<file path="src/rtl/if_id_queue_pkg.sv">
// -----------------------------------------------------------------------------
// if_id_queue_pkg
// Shared fetch/decode pipeline definitions:
//   NOP_INSTR      canonical no-op (addi x0,x0,0) shown to decode when idle
//   AW_DEF/IW_DEF  default instruction address / instruction widths
//   fetch_entry_t  one fetched instruction with its address, default widths
// -----------------------------------------------------------------------------
package if_id_queue_pkg;

  localparam int          AW_DEF    = 10;
  localparam int          IW_DEF    = 32;
  localparam logic [31:0] NOP_INSTR = 32'h00000013;

  typedef struct packed {
    logic [IW_DEF-1:0] instr;
    logic [AW_DEF-1:0] addr;
  } fetch_entry_t;

endpackage

</file>
<file path="src/rtl/if_id_queue.sv">
// -----------------------------------------------------------------------------
// if_id_queue
// Instruction queue between fetch and decode. Buffers up to DEPTH fetched
// {instruction, address} pairs and hands the oldest one to decode through a
// valid/ready handshake. A taken branch flushes everything buffered.
//
// Ports
//   clk          clock, all state changes on the rising edge
//   Reset        synchronous active-high reset, empties the queue
//   InValid      fetch offers Instruction/Add this cycle
//   Instruction  fetched instruction word (IW bits)
//   Add          address of the fetched instruction (AW bits)
//   InReady      queue has a free entry (depends on Count only)
//   Branch       taken branch resolved downstream; flush the queue
//   OutValid     head entry valid
//   OutInstr     head instruction, NOP when empty
//   OutAdd       head address, 0 when empty
//   OutReady     decode consumes the head this cycle
//   Count        number of occupied entries
// -----------------------------------------------------------------------------
module if_id_queue
  import if_id_queue_pkg::*;
#(
  parameter int DEPTH = 4,
  parameter int AW    = AW_DEF,
  parameter int IW    = IW_DEF
) (
  input  logic                     clk,
  input  logic                     Reset,
  input  logic                     InValid,
  input  logic [IW-1:0]            Instruction,
  input  logic [AW-1:0]            Add,
  output logic                     InReady,
  input  logic                     Branch,
  output logic                     OutValid,
  output logic [IW-1:0]            OutInstr,
  output logic [AW-1:0]            OutAdd,
  input  logic                     OutReady,
  output logic [$clog2(DEPTH):0]   Count
);

  localparam int PW = $clog2(DEPTH);
  localparam int CW = PW + 1;

  // Same layout as fetch_entry_t, but sized by this instance's parameters.
  typedef struct packed {
    logic [IW-1:0] instr;
    logic [AW-1:0] addr;
  } entry_t;

  entry_t        r_mem [DEPTH];
  logic [PW-1:0] r_rd_ptr;
  logic [PW-1:0] r_wr_ptr;
  logic [CW-1:0] r_count;

  logic w_full;
  logic w_empty;
  logic w_push;
  logic w_pop;

  assign w_full  = (r_count == CW'(DEPTH));
  assign w_empty = (r_count == '0);

  // A branch cancels both sides: the incoming fetch is wrong-path and the
  // head must not be handed to decode in the flush cycle.
  assign w_push = InValid & ~w_full & ~Branch;
  assign w_pop  = ~w_empty & OutReady & ~Branch;

  assign InReady  = ~w_full;
  assign OutValid = ~w_empty;
  assign Count    = r_count;
  assign OutInstr = w_empty ? IW'(NOP_INSTR) : r_mem[r_rd_ptr].instr;
  assign OutAdd   = w_empty ? '0             : r_mem[r_rd_ptr].addr;

  // Storage carries no reset: contents are meaningless while Count says so.
  always_ff @(posedge clk) begin
    if (!Reset && w_push) begin
      r_mem[r_wr_ptr] <= '{instr: Instruction, addr: Add};
    end
  end

  // Pointers wrap modulo DEPTH by natural overflow (DEPTH is a power of two).
  always_ff @(posedge clk) begin
    if (Reset || Branch) begin
      r_rd_ptr <= '0;
      r_wr_ptr <= '0;
      r_count  <= '0;
    end else begin
      if (w_push) r_wr_ptr <= r_wr_ptr + PW'(1);
      if (w_pop)  r_rd_ptr <= r_rd_ptr + PW'(1);
      case ({w_push, w_pop})
        2'b10:   r_count <= r_count + CW'(1);
        2'b01:   r_count <= r_count - CW'(1);
        default: r_count <= r_count;
      endcase
    end
  end

endmodule

</file>
<file path="config.mk">
export PLATFORM = sky130hd
export DESIGN_NAME = if_id_queue
export DESIGN_NICKNAME = d
export VERILOG_FILES = /design/src/rtl/if_id_queue_pkg.sv /design/src/rtl/if_id_queue.sv
export SDC_FILE = /design/constraint.sdc
export NUM_CORES = 1
export LEC_CHECK = 0
export CORE_ASPECT_RATIO = 0.6
export CORE_UTILIZATION = 58
export CTS_CLUSTER_DIAMETER = 200
export DETAILED_ROUTE_END_ITERATION = 6
export PLACE_DENSITY = 0.84
export SLEW_MARGIN = 20
export SYNTH_ARGS = -nofsm -noshare
export SYNTH_HDL_FRONTEND = slang
export SYNTH_SLANG_ARGS = --single-unit
</file>
<file path="constraint.sdc">
create_clock -name clk -period 12.3 [get_ports clk]
set_input_delay 1.845 -clock clk [delete_from_list [all_inputs] [get_ports clk]]
set_output_delay 1.845 -clock clk [all_outputs]
set_load 0.02 [all_outputs]
</file>
==> results of run 1 <==
[metrics by stage]
stage	worst slack, ps	utilization, %	cells	cell area (sq um)	hold WS (ps)
floorplan	6509	-	321	6849	459.1
global placement	8104	69.59	564	7941	462.9
detailed placement	8061	69.59	564	7941	498.7
CTS	7616	74.95	596	8552	507.8
global route	7515	74.95	596	8552	543.0
finish	7638	74.95	596	8552	501.4
[sequential cells by signal, summed over array words and instances, names as in the netlist, named ones only]
register	cells
r_wr_ptr	2
r_rd_ptr	2
r_mem	168
Count	3
[metal layers]
| metal | vias to the layer above | track usage (%) | wire length [microns] |
|---|---|---|---|
| met5 | - | 0 | 0 |
| met4 | 0 | 7.429 | 97 |
| met3 | 10 | 5.912 | 923 |
| met2 | 139 | 35.92 | 6093 |
| met1 | 1701 | 30.81 | 5391 |
| li1 | 1489 | - | - |
[cells in the final DEF, fill, tap and decap left out, types with 4 or more instances in the layout]
cell,count
nand2_1,5
inv_1,6
nor2_1,7
nor2b_1,39
dfxtp_1,7
edfxtp_1,168
mux4_2,42
buf_4,5
clkinvlp_4,5
ha_1,5
clkbuf_16,17
nor3b_2,4
clkdlybuf4s50_1,93
[report_power, final]
group	switching [uW]	internal (uW)
Clock	224	321
Combinational	26.2	29.8
Sequential	2.92	665
Total	253	1020
[cells by family after synthesis]
kind of cell | count (synthesis) | synth area share [%]
DFF | 177 | 76.29
and+or+nand+nor | 64 | 5.645
muxes | 44 | 14.10
buffers and inverters | 21 | 1.900
AOI/OAI and AO/OA | 6 | 0.4750
adders and majority gates | 6 | 1.206
xor gates and xnor gates | 3 | 0.3837
[critical path: stages, from the launching register on]
cell and delay (ps):
dfxtp_2 1080, mux4_2 380, nor2b_1 260, clkdlybuf4s50_1 650
[how the worst max path moves through the flow]
stage | start | endpoint | slack (ps) | depth (start not counted)
final | register | OutInstr[15] | 7640 | 3
after global placement | register | OutInstr[1] | 8100 | 3
after global routing | register | OutInstr[1] | 7520 | 3
after detailed placement | register | OutInstr[15] | 8060 | 3
after CTS | register | OutInstr[1] | 7620 | 3
after floorplan | Branch | r_mem[1][0]$_DFFE_PP_ | 6510 | 2
[layout make-up]
class	count	area, sq um
Sequential cell	177	5230
Timing Repair Buffer	98	968.4
Inverter	6	22.52
Fill cell	666	2859
Tap cell	160	200.2
Clock inverter	15	185.2
Clock buffer	17	425.4
Multi-Input combinational cell	123	1520
==> out/qor.yml, run 1 <==
sta:
  period_minus_slack_ps: 4662
  relSlewSlack_pct: 24.20
  slew_viol_final: 0
  finalHoldViolCount: 0
  setup_viol: 0
  fmax_ghz: 0.2145
  setup_tns_ps: 0
  worst_slew_pin_slew_ps: 1137
  rsz0062_at_grt: "false"
  fin_crit_sh_pct: 37.90
  fin_worst_skew_ps: 8.413
cts:
  cts.repair.resized: 0
  cts_tree: "built"
  clk_pin_slew_ps: 70
  cts_sinks: 177
  clockBufferDepth: 2
  root_buffer: "clkbuf_16"
  cts-buffers-inserted: 17
  clkLatencyLatePin_ps: 420
  cts_setup_buffers: 0
  hold_buffers: 0
  cts_max_level: 4
routing:
  antenna_left: 0
  finalWirelength_microns: 12510
  drc: 0
  via_count: 3339
  drt_first_pass_iters: 5
  wl_per_cell_microns: 20.98
  first_iter_violations: 214
  viasPerCell: 5.602
critical_path:
  regToRegSetupSlack_ps: 9700
  crit_type: "register to primary output"
  r2r_start: "Count[2]$_SDFFE_PP0P_"
  cp_max_fo: 42
  reg2reg_depth: 8
  cp.arrival_ps: 2820
  r2r-end: "Count[2]$_SDFFE_PP0P_"
  required_ps: 10450
  critPathLaunchType: "register"
  cp-end-kind: "primary output"
logic_synthesis:
  synth_ff_type: "edfxtp_1"
  yosysUniqueCellTypes: 25
  ys_warn_count: 0
  postSynthCellCount: 321
  yosys.area.top_type: "edfxtp_1"
  syn_area_sq_um: 6849
  ys_seq_area_share_pct: 76.29
  syn_area_per_cell_sq_um: 21.34
  postSynthNetCount: 374
  yosys_register_bits: 177
  synth_commonest_cells: "168 x edfxtp_1, 42 x mux4_2, 39 x nor2b_1"
  synth_most_common_cell: "edfxtp_1"
  synth_edf_count: 168
  synth_top_area_share_pct: 73.66
  synth_area_leaders: "edfxtp_1 74%, mux4_2 14%, nor2b_1 3.6%"
  async_reset_ff_share_pct: 0
floorplanning:
  die_x_microns: 142.3
  rows: 30
  start_util_pct: 60.02
  fp.dieH_microns: 86.18
  core-area_sq_um: 11410
  dieArea_sq_um: 12260
  ios: 94
flow_run:
  cap_violations: 0
min_path:
  hold_path_startpoint: "r_wr_ptr[0]$_SDFFE_PP0P_"
  hold_depth: 2
  hp-class: "register to register"
  hold_end: "r_wr_ptr[0]$_SDFFE_PP0P_"
final_layout:
  drive_gt1_share_pct: 20.87
  syn2layout_area_growth_pct: 24.86
  fin_nets: 476
  antennaDiodeCount: 0
grt:
  grt_antenna_before_repair: 0
  grtUsageTotal_pct: 22.46
  grt_pass1_vias: 3476
  grt_max_degree: 43
  grt_pass1_wl_microns: 19290
  gr-total-overflow: 0
placement:
  hpwl_microns: 6946
  port_buffers: 93
  place_congestion: 0.7472
pwr:
  power.leakage_uw: 0.002648
  power_uw: 1269
  ir_worst_vdd_mv: 0.1055
  p_per_area_nw_per_um2: 148.4
status:
  outcome: "finished clean"
Power figures use the tool's default switching activity.
==> run 2: changes to the inputs <==
- CORE_UTILIZATION: 58 -> 49
- PLACE_DENSITY: 0.84 -> 0.75
- clock period: 12.3 -> 4.2 ns (I/O delays scaled with it)
==> out/qor.yml, run 2 (synthesis results as in run 1) <==
cts:
  root_buffer: "clkbuf_16"
  cts_sinks: 177
  cts_setup_buffers: 0
  cts_tree: "built"
  cts-buffers-inserted: 17
  clockBufferDepth: 2
  cts_max_level: 4
  cts.repair.resized: 0
  clk_pin_slew_ps: 70
  clkLatencyLatePin_ps: 420
  hold_buffers: 0
sta:
  fin_crit_sh_pct: 79.29
  period_minus_slack_ps: 3330
  relSlewSlack_pct: 56.65
  fmax_ghz: 0.3003
  rsz0062_at_grt: "false"
  setup_viol: 0
  fin_worst_skew_ps: 10.79
  worst_slew_pin_slew_ps: 650.2
  slew_viol_final: 0
  finalHoldViolCount: 0
floorplanning:
  dieArea_sq_um: 14470
  ios: 94
  die_x_microns: 154.6
  core-area_sq_um: 13630
  rows: 33
  fp.dieH_microns: 93.58
  start_util_pct: 50.27
critical_path:
  cp.arrival_ps: 2700
  cp_max_fo: 21
  r2r-end: "Count[2]$_SDFFE_PP0P_"
  regToRegSetupSlack_ps: 1660
  critPathLaunchType: "register"
  cp-end-kind: "primary output"
  r2r_start: "Count[2]$_SDFFE_PP0P_"
  required_ps: 3570
  crit_type: "register to primary output"
  reg2reg_depth: 8
routing:
  viasPerCell: 5.515
  drc: 0
  antenna_left: 0
  finalWirelength_microns: 12760
  wl_per_cell_microns: 20.72
  drt_first_pass_iters: 4
  first_iter_violations: 262
  via_count: 3397
min_path:
  hp-class: "register to register"
  hold_depth: 2
  hold_path_startpoint: "r_rd_ptr[1]$_SDFFE_PP0P_"
grt:
  grtUsageTotal_pct: 19.41
  grt_pass1_vias: 3575
  grt_pass1_wl_microns: 19770
  grt_antenna_before_repair: 0
  grt_max_degree: 45
  gr-total-overflow: 0
pwr:
  power_uw: 3667
  ir_worst_vdd_mv: 0.2931
  p_per_area_nw_per_um2: 427.2
  power.leakage_uw: 0.002670
placement:
  placed_area_sq_um: 7998
  place_congestion: 0.7419
  hpwl_microns: 7588
  port_buffers: 93
final_layout:
  drive_gt1_share_pct: 21.32
  mostFrequentLayoutCell: "edfxtp_1"
  top_register: "r_mem"
  fin_area_sq_um: 8582
  final_cell_mix: "168 x edfxtp_1, 93 x clkdlybuf4s50_1, 42 x mux4_2"
  syn2layout_area_growth_pct: 25.30
  largest_register_ffs: 168
  antennaDiodeCount: 0
  fin_nets: 481
flow_run:
  cap_violations: 0
status:
  outcome: "finished clean"
run 2: worst max path at each step:
stage	endpoint	slack (ps)	cells after the start
final	OutInstr[26]	870	4
after global routing	OutInstr[25]	710	4
after global placement	OutAdd[6]	1280	4
after detailed placement	OutAdd[1]	1260	4
after CTS	OutAdd[6]	780	4
after floorplan	r_mem[1][0]$_DFFE_PP_	-420	3
run 2: per-stage QoR:
step	worst slack, ps	cells	hold slack [ps]	utilization, %	TNS [ps]
after CTS	784.7	616	480.8	62.98	0
final	869.7	616	480.4	62.98	0
after global placement	1281	584	468.1	58.70	0
after detailed placement	1258	584	470.4	58.70	0
after global routing	708.3	616	512.9	62.98	0
after floorplan	-423.5	321	459.1	-	-70420
run 2: power by group:
part           leakage (uW)  switching [uW]  total, uW  internal (uW)
combinational      0.000801            78.1        166           87.5
sequential          0.00159            7.06       1950           1950
clock              0.000277             662       1550            885
total               0.00267             748       3670           2920
run 2: layout make-up:
cell class / count / area [sq um]
inverter: 6 / 22.52
fill: 944 / 5044
tap: 175 / 219.0
timing repair buffer: 103 / 1006
clock inverter: 14 / 155.1
clock buffer: 18 / 429.2
multi-input combinational: 123 / 1520
sequential: 177 / 5230
run 2: routing by layer:
metal | global-route usage (%) | part of all wire [%] | vias to the layer above
li1 | - | - | 1492
met1 | 26.13 | 45 | 1753
met2 | 31.00 | 47 | 141
met3 | 5.468 | 6.8 | 11
met4 | 6.188 | 0.92 | 0
met5 | 0 | 0 | -
run 2: worst max-delay path, stage by stage (launching register included):
cell	delay, ps
dfxtp_4	620
buf_4	380
mux4_2	550
nor2b_1	160
clkdlybuf4s50_1	560
